==> config.mk <==
export PLATFORM = sky130hd
export DESIGN_NAME = uart_receive
export DESIGN_NICKNAME = d
export VERILOG_FILES = /design/src/rtl/uart_receive.sv
export SDC_FILE = /design/constraint.sdc
export NUM_CORES = 1
export LEC_CHECK = 0
export BUFFER_PORTS_ARGS = -buffer_cell sky130_fd_sc_hd__buf_2
export CELL_PAD_IN_SITES_DETAIL_PLACEMENT = 0
export CELL_PAD_IN_SITES_GLOBAL_PLACEMENT = 1
export CORE_MARGIN = 5
export CORE_UTILIZATION = 40
export DETAILED_ROUTE_END_ITERATION = 7
export PLACE_DENSITY_LB_ADDON = 0.05
export SLEW_MARGIN = 20
export SYNTH_ARGS = -nofsm -noshare
export SYNTH_HDL_FRONTEND = slang
export SYNTH_SLANG_ARGS = --single-unit
==> constraint.sdc <==
create_clock -name clk_in -period 3.6 [get_ports clk_in]
set_input_delay 1.08 -clock clk_in [delete_from_list [all_inputs] [get_ports clk_in]]
set_output_delay 1.08 -clock clk_in [all_outputs]
set_load 0.05 [all_outputs]
==> src/rtl/uart_receive.sv <==
// ---------------------------------------------------------------------------
// uart_receive
//
// UART receiver. It deserializes one frame at a time: one low start bit,
// WIDTH data bits sent LSB first, and one high stop bit. A good frame updates
// data_out and pulses valid_out for one cycle. A frame whose stop bit is
// sampled low pulses framing_error_out for one cycle instead. After a
// framing error the receiver waits for the line to go high again before it
// looks for another start bit.
//
// Parameters
//   INPUT_CLOCK_FREQ : clk_in frequency in Hz
//   BAUD_RATE        : line bit rate in bits/s
//   WIDTH            : data bits per frame (>= 2)
//
// Ports
//   clk_in            in   system clock
//   rst_in            in   synchronous active-high reset
//   rx_wire_in        in   asynchronous serial line, idles high
//   data_out          out  last correctly framed word
//   valid_out         out  one-cycle strobe when data_out updates
//   framing_error_out out  one-cycle strobe on a low stop bit
//   busy_out          out  high whenever the receiver is not idle
// ---------------------------------------------------------------------------
module uart_receive #(
    parameter int INPUT_CLOCK_FREQ = 100_000_000,
    parameter int BAUD_RATE        = 9600,
    parameter int WIDTH            = 16
) (
    input  logic             clk_in,
    input  logic             rst_in,
    input  logic             rx_wire_in,
    output logic [WIDTH-1:0] data_out,
    output logic             valid_out,
    output logic             framing_error_out,
    output logic             busy_out
);

    localparam int BAUD_BIT_PERIOD = INPUT_CLOCK_FREQ / BAUD_RATE;
    localparam int HALF_PERIOD     = BAUD_BIT_PERIOD / 2;
    localparam int CW              = $clog2(BAUD_BIT_PERIOD);
    localparam int IW              = $clog2(WIDTH);
    localparam int SYNC_STAGES     = 2;

    localparam logic [CW-1:0] HALF_LAST  = CW'(HALF_PERIOD - 1);
    localparam logic [CW-1:0] BIT_LAST   = CW'(BAUD_BIT_PERIOD - 1);
    localparam logic [IW-1:0] INDEX_LAST = IW'(WIDTH - 1);

    typedef enum logic [2:0] {
        IDLE,
        START,
        DATA,
        STOP,
        WAIT_IDLE
    } state_t;

    // Input synchronizer. Both stages reset high so that a reset never looks
    // like a falling start edge.
    logic [SYNC_STAGES-1:0] sync_reg;
    logic [SYNC_STAGES-1:0] sync_next;
    logic                   rx_s;

    assign sync_next[0] = rx_wire_in;

    genvar gi;
    generate
        for (gi = 1; gi < SYNC_STAGES; gi++) begin : g_sync
            assign sync_next[gi] = sync_reg[gi-1];
        end
    endgenerate

    assign rx_s = sync_reg[SYNC_STAGES-1];

    state_t           state_reg,  state_next;
    logic [CW-1:0]    count_reg,  count_next;
    logic [IW-1:0]    index_reg,  index_next;
    logic [WIDTH-1:0] shift_reg,  shift_next;
    logic [WIDTH-1:0] data_reg,   data_next;
    logic             valid_reg,  valid_next;
    logic             ferr_reg,   ferr_next;
    logic             busy_reg,   busy_next;

    always_ff @(posedge clk_in) begin
        if (rst_in) begin
            sync_reg  <= '1;
            state_reg <= IDLE;
            count_reg <= '0;
            index_reg <= '0;
            shift_reg <= '0;
            data_reg  <= '0;
            valid_reg <= 1'b0;
            ferr_reg  <= 1'b0;
            busy_reg  <= 1'b0;
        end else begin
            sync_reg  <= sync_next;
            state_reg <= state_next;
            count_reg <= count_next;
            index_reg <= index_next;
            shift_reg <= shift_next;
            data_reg  <= data_next;
            valid_reg <= valid_next;
            ferr_reg  <= ferr_next;
            busy_reg  <= busy_next;
        end
    end

    always_comb begin
        state_next = state_reg;
        count_next = count_reg + 1'b1;
        index_next = index_reg;
        shift_next = shift_reg;
        data_next  = data_reg;
        valid_next = 1'b0;
        ferr_next  = 1'b0;

        case (state_reg)
            IDLE: begin
                count_next = '0;
                if (!rx_s) begin
                    state_next = START;
                end
            end

            // Re-check the start bit at its middle; a line that has already
            // returned high was only a glitch.
            START: begin
                if (count_reg == HALF_LAST) begin
                    count_next = '0;
                    if (!rx_s) begin
                        state_next = DATA;
                        index_next = '0;
                    end else begin
                        state_next = IDLE;
                    end
                end
            end

            // Counting a full bit period from mid-start lands every sample
            // at mid-bit.
            DATA: begin
                if (count_reg == BIT_LAST) begin
                    count_next             = '0;
                    shift_next[index_reg]  = rx_s;
                    if (index_reg == INDEX_LAST) begin
                        state_next = STOP;
                    end else begin
                        index_next = index_reg + 1'b1;
                    end
                end
            end

            // Leaving at mid-stop-bit leaves half a bit of slack to catch a
            // back-to-back start edge.
            STOP: begin
                if (count_reg == BIT_LAST) begin
                    count_next = '0;
                    if (rx_s) begin
                        data_next  = shift_reg;
                        valid_next = 1'b1;
                        state_next = IDLE;
                    end else begin
                        ferr_next  = 1'b1;
                        state_next = WAIT_IDLE;
                    end
                end
            end

            // Break or stuck-low line: do not start a frame until it idles.
            WAIT_IDLE: begin
                count_next = '0;
                if (rx_s) begin
                    state_next = IDLE;
                end
            end

            default: begin
                count_next = '0;
                state_next = IDLE;
            end
        endcase

        // Registered from the next state so busy_out tracks the state register.
        busy_next = (state_next != IDLE);
    end

    assign data_out          = data_reg;
    assign valid_out         = valid_reg;
    assign framing_error_out = ferr_reg;
    assign busy_out          = busy_reg;

endmodule

==> results of run 1 <==
## routing by layer
metal,vias up,GRT usage [%],wire length [um]
met4,0,7.179,108
met3,10,2.922,196
li1,1056,-,-
met5,-,0,0
met1,884,20.34,2846
met2,34,20.55,2192
## logic make-up after synthesis
logic type,Yosys count,synth area share (%)
adders and majority gates,5,2.462
xor gates and xnor gates,12,4.136
AOI/OAI and AO/OA,33,7.681
muxes,12,4.776
DFF,58,45.69
and+or+nand+nor,151,30.63
buffers and inverters,26,4.628
## layout by cell type, fill, tap and decap left out, drive strengths merged, types with 5 or more instances in the layout
cell type	count
nand4	12
nand3	24
ha	5
nor3	8
xnor2	7
a21oi	22
nor2	36
buf	23
xor2	5
inv	8
nand2	45
mux2i	11
dfxtp	58
clkbuf	13
## through the flow
stage / cell area, um2 / setup WS [ns] / hold WS, ns / utilization (%)
after floorplan: 2541 / 1.398 / 0.3895 / -
after global placement: 2670 / 1.259 / 0.4052 / 42.54
after detailed placement: 2670 / 1.181 / 0.4067 / 42.54
after CTS: 2859 / 1.169 / 0.4299 / 45.55
after global routing: 2859 / 0.9163 / 0.4589 / 45.55
final: 2859 / 1.254 / 0.4235 / 45.55
## layout make-up
| cell class | count | area share [%] |
|---|---|---|
| Tap cell | 77 | 3.370 |
| Inverter | 8 | 1.050 |
| Timing Repair Buffer | 23 | 4.201 |
| Clock inverter | 2 | 0.3501 |
| Clock buffer | 13 | 6.258 |
| Multi-Input combinational cell | 213 | 44.16 |
| Sequential cell | 58 | 40.61 |
## power by group
part           switching, uW  total [uW]  internal (uW)
Combinational           15.7        22.0           6.34
Sequential              3.63         648            644
Clock                    239         558            319
Total                    258        1230            970
## worst register-to-register path: cells and delay by family (launching register included)
family	cells	cell delay, ns
compound gates	1	0.16
fa+ha+maj	1	0.24
flops	1	0.35
simple gates	4	1.52
## worst paths after layout
path                     start      endpoint  slack (ns)  cells after the start
setup / recovery  count_reg[0]  data_out[11]        1.25                      6
hold / removal     sync_reg[0]   sync_reg[1]        0.42                      1
setup reg to reg  count_reg[0]  data_out[11]        1.25                      6
hold reg to reg    sync_reg[0]   sync_reg[1]        0.42                      1
==> summary by stage, run 1 <==
Min path
The worst hold-check path type is register to register.

Synth
For this run, the number of Yosys warnings is 0. The average size of a mapped cell is 8.556 um2. Yosys mapped the design onto 44 distinct sky130hd cell types. The share of async-settable or async-resettable flops after synthesis is 0%. The prevailing post-synth register cell is sky130_fd_sc_hd__dfxtp_1. The post-synthesis cell type with the largest combined area is sky130_fd_sc_hd__dfxtp_1. In this run, synthesis produced a sequential element count of 58. sky130_fd_sc_hd__dfxtp_1 is the most common cell in the netlist. The synthesized area is 2541 um2.

By count the netlist is led by sky130_fd_sc_hd__dfxtp_1, sky130_fd_sc_hd__nand2_1, sky130_fd_sc_hd__nor2_1. Synthesis produced a netlist whose cell count is 297. The number of flops mapped to enable cells by yosys is 0.

The post-synth net total is 305. Ranked by total cell area, the synthesized netlist is headed by sky130_fd_sc_hd__dfxtp_1, sky130_fd_sc_hd__nand2_1, sky130_fd_sc_hd__nor2_1. Of the post-synthesis cell area, the dominant cell type holds 45.69%.

For this run, the register share of the synthesized area comes to 45.69%.

Die
The I/O pin count is 22. The core area is 6277 um2. The initial utilization of the core area, before any placement, comes to 40.48%. In this run the horizontal extent of the chip is 89.71 um. The floorplan step set the die height to 89.71 um.

The die covers 8047 um2. After floorplanning, the core was divided into 29 placement rows.

Drt
The number of remaining DRC errors is 0. After the first detailed-routing iteration, the DRC count stood at 165. The remaining number of nets flagged by the antenna check after routing is 0. Dividing the detail-routed via count by the number of cells gives 5.036. The final routed wirelength across all metal layers is 5343 um. The first detailed-routing pass took 4 iterations. Dividing the detail-routed wire length by the instance count gives 13.56 um. For this block, the via count after detailed routing is 1984.

CTS
The count of buffers added by post-CTS timing repair for setup is 0. The clock transition time at the flip-flop clock pins of the worst setup and hold paths is 0.06 ns. The number of clock buffers inserted by TritonCTS is 9. In this run the deepest clock path goes through 2 buffers. The tree built by TritonCTS fans out to 58 sinks.

In this run the clock root is driven by a sky130_fd_sc_hd__clkbuf_8. CTS built an H-tree with a depth of 3. The clock reaches the later pin of the worst-skew pair after 0.33 ns.

The clock tree from TritonCTS is done. The count of cells resized by post-cts repair is 0. The number of hold-repair buffers added at the cts stage is 0.

GRT
The via count of the first global-routing pass was 1980. The first global-routing pass estimated 9570 um of wire. The global router's overall resource usage is 14.37%. The number of antenna violations at the first check in global routing is 0. The maximum number of pins on one net before global-route repair is 42. Global routing finished with a remaining overflow of 0.

Placement
The final weighted congestion of routability-driven global placement is 0.7164. Counting tap cells, the placed design contains a total of 379 instances. The number of I/O port buffers is 21.

The total half-perimeter wirelength after legalization and detailed placement is 3542 um.

Cells and area
The fraction of final layout cells sized beyond drive strength 1 is 14.83%. The multi-input combinational cell area is 1262 um2. The number of diodes added for antenna fixing is 0. The total number of nets in the final design is 321. Leaving out filler cells and counting taps, the final layout contains 394. The number of fill cells is 651. The area growth from synthesis to layout is 12.51%.

The area used by sequential logic in the layout is 1161 um2.

STA
The final count of hold timing violations was 0. The max-slew violation total from the final report came to 0. The number of failing setup endpoints in the final timing report is 0. The actual slew at the worst max-slew pin is 0.9058 ns.

The clock arrives with 0.006579 ns of skew. Setup repair after global routing left no endpoint under its margin. Static timing analysis puts the maximum clock frequency at 426.3 MHz.

The aggregate negative setup slack is 0 ns. After layout, the minimum clock period comes to 2.346 ns. The post-route clock period utilization is 65.16%.

Headroom to the max-slew limit came out at 39.36%.

Critical path
Broken down by cell family, the worst path's largest delay share belongs to simple AND/OR/NAND/NOR gates. The critical path capture point type is a register. The arrival time at the worst endpoint is 2.60 ns. The data required time of the critical path is 3.86 ns. Counting both buffers and inverters, the worst setup path holds a total of 0. The peak fanout along the critical path is 16. On the worst path, the slowest cell contributes a delay of 0.80 ns. The critical-path cell with the highest stage delay is sky130_fd_sc_hd__nor4b_4.

The signal on the critical path passes through ha_1 -> and3_1 -> nand4_1 -> nor4b_4 -> nand2_1 -> a21oi_1. By startpoint and endpoint, the worst setup path is classified as register to register. The startpoint kind of the worst setup timing path is a register.

Pwr
In this run the static leakage power is 0.001120 uW. The power per unit of standard cell area is 429.5 nW/um2. The worst-case IR drop observed on VDD is 0.2302 mV.

The overall power after layout is 1228 uW.

Status
The run finished with clean final reports.

Flow run
The tool flagged a number of max-cap violations equal to 0.
(Power assumes the default switching activity.)
==> run 2: changes to the inputs <==
==> constraint.sdc (replaced) <==
create_clock -name clk_in -period 2 [get_ports clk_in]
set_input_delay 0.6 -clock clk_in [delete_from_list [all_inputs] [get_ports clk_in]]
set_output_delay 0.6 -clock clk_in [all_outputs]
set_load 0.05 [all_outputs]
==> summary by stage, run 2 (synthesized netlist as in run 1, its figures left out) <==
Status
The run finished with clean final reports.

Min path
For hold timing, the worst endpoint is sync_reg[1]. The startpoint of the lowest-slack hold path is sync_reg[0]. The number of stages on the worst hold path is 1. The min-delay analysis places its worst path in the category register to register.

CTS
Counting along the longest clock path gives a buffer depth of 2. The H-tree was split into 3 levels. The count of buffers added by post-CTS timing repair for setup is 0. The clock tree from TritonCTS is done. The count of cells resized by post-cts repair is 0.

The number of clock buffers inserted by TritonCTS is 9. The clock reaches the later pin of the worst-skew pair after 0.33 ns. The tree is rooted in a sky130_fd_sc_hd__clkbuf_8. Buffers inserted to repair hold after CTS numbered 0. The clock transition time at the flip-flop clock pins of the worst setup and hold paths is 0.07 ns. The clock sink count is 58.

Critical path
STA classifies the critical path endpoint as a register. Along the worst path, the maximum fanout reaches 16. The arrival time at the worst endpoint is 2.05 ns.

The launch instance of the worst register-to-register path is count_reg[4]. In this run the critical register-to-register path is captured at data_out[13]. The largest single stage delay on the critical path is 0.48 ns. The startpoint kind of the worst setup timing path is a register.

The number of buffers and inverters on the critical path is 1. The data required time of the critical path is 2.20 ns. The setup check on the worst reg-to-reg path leaves a slack of 0.15 ns.

The critical path in this run is classified as register to register. The gate family responsible for the most delay along the worst path is simple AND/OR/NAND/NOR gates. The number of cells on the worst reg-to-reg path is 6. The critical-path cell with the highest stage delay is sky130_fd_sc_hd__or4b_1.

Walking the worst path, the cells encountered are and4bb_4 -> nand4_4 -> or4b_1 -> buf_4 -> nand2_1 -> a21oi_1.

Drt
The via count normalized by instance count is 5.054. The final routed wirelength across all metal layers is 5586 um. Dividing the detail-routed wire length by the instance count gives 13.66 um. The first TritonRoute pass finished after 4 iterations. The final route contains 2067 vias.

The violation count after the first detailed-route iteration is 83. The number of remaining DRC errors is 0. The remaining number of nets flagged by the antenna check after routing is 0.

Pwr
The leakage power of the design is 0.001212 uW. The power per unit of standard cell area is 819.5 nW/um2. The worst-case vdd ir drop is 0.4557 mV.

STA
The worst pin sits at a relative slew slack of 69.77%. The upper clock frequency limit is 540.2 MHz. The actual slew at the worst max-slew pin is 0.4524 ns. Setup repair after global routing left no endpoint under its margin. The final count of hold timing violations is 0.

The number of failing setup endpoints in the final timing report is 0. The final critical path time including I/O delays and setup is 1.851 ns. The aggregate negative setup slack is 0 ns. Of the available clock period, the critical path in the final layout requires 92.56%. Clock skew on the completed layout was measured at 0.007039 ns. The max-slew violation total from the final report is 0.

Placement
The HPWL after detailed placement is 3779 um. The number of I/O port buffers is 21. Routability-driven placement finished with a final weighted congestion of 0.8432. The post-place instance area is 2788 um2.

Cells and area
Relative to the synthesized area, the layout overhead comes to 19.10%. The final instance area is 3027 um2. The fraction of final layout cells sized beyond drive strength 1 is 18.98%. The total number of nets in the final design is 335. The number of diodes added for antenna fixing is 0. The commonest non-fill, non-tap cell in the layout is sky130_fd_sc_hd__dfxtp_1. The top cell types in the final layout, fill and taps aside, are sky130_fd_sc_hd__dfxtp_1, sky130_fd_sc_hd__nand2_1, sky130_fd_sc_hd__nor2_1.

Flow run
Across the run, the number of max-cap violations was 0.

Die
The die area is 8047 um2. The core area is 6277 um2. The I/O pin count is 22. Once the floorplan was initialized, standard cells occupied 40.48% of the core.

In this run the vertical extent of the chip is 89.71 um. The x dimension of the die is 89.71 um. The initialized floorplan defines 29 standard-cell rows.

GRT
The via count of the first global-routing pass is 1948. The first global-routing pass estimated 9680 um of wire. The global router's overall resource usage is 14.64%. The number of antenna violations at the first check in global routing came to 0. After global routing the overflow that remains totals 0. Entering global routing, the biggest net connects 42 pins.
[run 2: worst max path at each step]
| stage | start | to | slack [ns] | cells past startpoint |
|---|---|---|---|---|
| 6_report | count_reg[4] | data_out[13] | 0.15 | 6 |
| 5_1_grt | count_reg[4] | data_out[13] | 0.005 | 6 |
| 4_1_cts | count_reg[0] | data_out[13] | 0.11 | 7 |
| 3_5_place_dp | count_reg[0] | data_out[15] | 0.11 | 7 |
| 3_3_place_gp | count_reg[4] | data_out[8] | 0.16 | 6 |
| 2_1_floorplan | count_reg[0] | data_out[10] | 0.07 | 9 |
[run 2: cell type report]
type                    instances  area (um2)
well taps                      77       96.34
flip-flops and latches         58        1161
clock inverters                 4       72.57
fillers                       624        3251
inverters                       8       30.03
multi-input cells             213        1264
repair buffers                 37       237.7
clock buffers                  12       165.2
[run 2: where the power goes]
group	total [uW]	internal (uW)	switching, uW
registers	1160	1160	4.30
clock network	1270	802	471
logic	44.1	13.5	30.6
total	2480	1970	506
[run 2: through the flow]
stage	worst slack [ns]	total power (uW)	instances	util, %	hold slack (ns)
after floorplan	0.06852	1220	297	-	0.3895
after detailed placement	0.1141	1235	393	44.41	0.4050
final	0.1487	2480	409	48.22	0.4257
after CTS	0.1100	2513	409	48.20	0.4272
after global placement	0.1615	1236	393	44.41	0.4029
after global routing	0.005093	2573	409	48.22	0.4410
[run 2: routing by layer]
metal  share of wire [%]  track usage (%)  vias to the layer above
met3                 3.6            3.088                       10
met5                   0                0                        -
met1                  54            21.20                      947
met4                 2.1            7.935                        0
met2                  40            20.00                       31
li1                    -                -                     1079
==> run 3: changes to the inputs <==
--- a/config.mk
+++ b/config.mk
@@ -11,7 +11,7 @@
 export CORE_MARGIN = 5
 export CORE_UTILIZATION = 40
 export DETAILED_ROUTE_END_ITERATION = 7
-export PLACE_DENSITY_LB_ADDON = 0.05
+export PLACE_DENSITY = 0.82
 export SLEW_MARGIN = 20
 export SYNTH_ARGS = -nofsm -noshare
 export SYNTH_HDL_FRONTEND = slang
==> summary by stage, run 3 (synthesized netlist as in run 1, its figures left out) <==
Status
The flow ran to the end, and the final reports show no timing, DRC or antenna violations.

Critical path
STA puts the critical path data required time at 2.20 ns. The highest cell delay on the worst timing path is 0.47 ns. The kind of cell with the highest combined delay along the critical path is simple AND/OR/NAND/NOR gates. STA classifies the critical path endpoint as a register. The setup path with the least slack is of type register to register. The largest individual stage delay along the critical path comes from the cell sky130_fd_sc_hd__or4b_1. The buffer and inverter count on the worst path is 1. The signal on the critical path passes through and4bb_4 -> nand4_4 -> or4b_1 -> buf_4 -> nand2_1 -> a21oi_1.

The peak fanout along the critical path is 16. The arrival time at the worst endpoint is 2.04 ns. STA classifies the critical path startpoint as a register.

STA
The minimum setup slack in the final design is 0.1642 ns. The upper clock frequency limit is 544.7 MHz. In this run the tightest slew margin relative to its limit is 68.00%. Dividing the final minimum period by the clock period gives 91.79%. The final count of hold timing violations is 0. The max-slew violation total from the final report is 0. The actual slew at the worst max-slew pin is 0.4790 ns. Setup total negative slack on the finished layout was measured at 0 ns. Setup repair after global routing left no endpoint under its margin. The clock period could shrink to 1.836 ns. For the final database, setup skew stands at 0.008615 ns.

The number of failing setup endpoints in the final timing report is 0.

Cells and area
The library cell used most frequently in the layout, excluding fill and tap cells, is sky130_fd_sc_hd__dfxtp_1. In the layout the commonest cells are sky130_fd_sc_hd__dfxtp_1, sky130_fd_sc_hd__nand2_1, sky130_fd_sc_hd__nor2_1. From synthesis to final layout, the design area changed by 17.38%.

The fraction of final layout cells sized beyond drive strength 1 is 18.54%. The number of diodes added for antenna fixing is 0. At the end of the flow, the number of nets in the layout was 332.

Drt
Before antenna repair, the detailed router went through 4 iterations. The remaining number of nets flagged by the antenna check after routing is 0. The violation count after the first detailed-route iteration is 107. For this block, the routed nets add up to 5347 um of wire. The post-detailed-route wirelength per cell is 13.17 um. The number of remaining DRC errors is 0.

The via count normalized by instance count is 5.042. Across all layers, the routed design uses 2047 vias.

GRT
For this run the aggregate overflow at the end of global routing stands at 0. The first global-routing pass estimated 9687 um of wire. The global router's overall resource usage is 14.41%.

The most utilized layer in the global route result is met2. The via count of the first global-routing pass is 2053. The maximum number of pins on one net before global-route repair is 42. Global routing used 23.11% of the available met2 tracks.

For met1 alone, demand over resource in global routing was 17.63%. The number of antenna violations at the first check in global routing came to 0. The met3 track demand over resource in global routing is 4.508%.

Die
The initial cell density of the core is 40.48%. In this run the core area contains 29 standard-cell rows. The die is 89.71 um wide. 22 I/O pins were placed. In this run the vertical extent of the chip is 89.71 um. The core area is 6277 um2. The die area is 8047 um2.

CTS
TritonCTS built the clock tree. The clock sink count is 58. The number of clock buffers added by TritonCTS is 9. The latest clock arrival within the worst-skew pair is 0.34 ns. After clock tree synthesis, the clock-pin slew on the worst setup and hold paths is 0.06 ns.

The maximum count of clock buffers along a single path is 2. The number of levels in the clock H-tree is 3. The count of buffers added by post-CTS timing repair for setup is 0. The clock root buffer is sky130_fd_sc_hd__clkbuf_8.

Pwr
The leakage power of the design is 0.001185 uW. The worst-case vdd ir drop is 0.4498 mV. In this run the power spent charging and discharging nets is 487.6 uW. Power spread over the standard cell area amounts to 769.9 nW/um2. The switching fraction of total power is 21.23%. Registers are responsible for 50.7% of the overall power. The clock network burns 47.4% of the power. Cell internal power was estimated by the tool at 1809 uW.

The share of total power dissipated in combinational logic is 1.9%.

Placement
During placement, the flow inserted port buffers numbering 21. The total half-perimeter wirelength after legalization and detailed placement is 3652 um. The congestion estimate from routability-driven global placement came to 0.7828. At the placement stage, the worst setup path has a slack of 0.1091 ns.

Flow run
The count of max-cap constraint violations is 0.

Min path
The min-delay analysis places its worst path in the category register to register.
[run 3: cell types whose count changed in the layout (fill, tap and decap cells not counted), sizes merged]
cell,delta
buf,-3
bufinv,-1
clkinv,+2
clkbuf,-1
[run 3: metrics by stage]
step                utilization, %  cells  instance area, um2  hold slack, ns  power, uW
floorplan                        -    297                2541          0.3895       1220
global placement             44.05    390                2765          0.4023       1234
detailed placement           44.05    390                2765          0.4018       1234
CTS                          47.30    406                2969          0.4199       2332
global route                 47.52    406                2983          0.4339       2387
finish                       47.52    406                2983          0.4148       2297
[run 3: worst paths after layout]
| check | startpoint | end | slack, ns | cells past startpoint |
|---|---|---|---|---|
| min reg2reg | sync_reg[0] | sync_reg[1] | 0.41 | 1 |
| max | count_reg[5] | data_out[11] | 0.16 | 6 |
| max reg2reg | count_reg[5] | data_out[11] | 0.16 | 6 |
| min | sync_reg[0] | sync_reg[1] | 0.41 | 1 |
[run 3: layout make-up]
cell class                      count  area [um2]
Fill cell                         647        3294
Inverter                            8       30.03
Sequential cell                    58        1161
Tap cell                           77       96.34
Multi-Input combinational cell    213        1276
Clock buffer                       11       151.4
Clock inverter                      5       52.55
Timing Repair Buffer               34       215.2
[run 3: metal layers]
layer,share of wire [%],wire (um)
met1,47,2527
met2,47,2529
met3,3.5,186
met4,1.9,103
met5,0,0
[run 3: repair_timing]
| action | in CTS | in global routing |
|---|---|---|
| resized for setup | 0 | 3 |
| hold buffers | 0 | 0 |
| setup endpoints to repair | 0 | 17 |
[run 3: power by group through the flow]
stage / Combinational, uW / Clock (uW) / Sequential (uW)
5_1_grt: 49.8 / 1170 / 1160
3_3_place_gp: 44.2 / 0 / 1190
4_1_cts: 44.6 / 1120 / 1160
3_5_place_dp: 44.5 / 0 / 1190
6_report: 44.2 / 1090 / 1160
2_1_floorplan: 27.7 / 0 / 1190
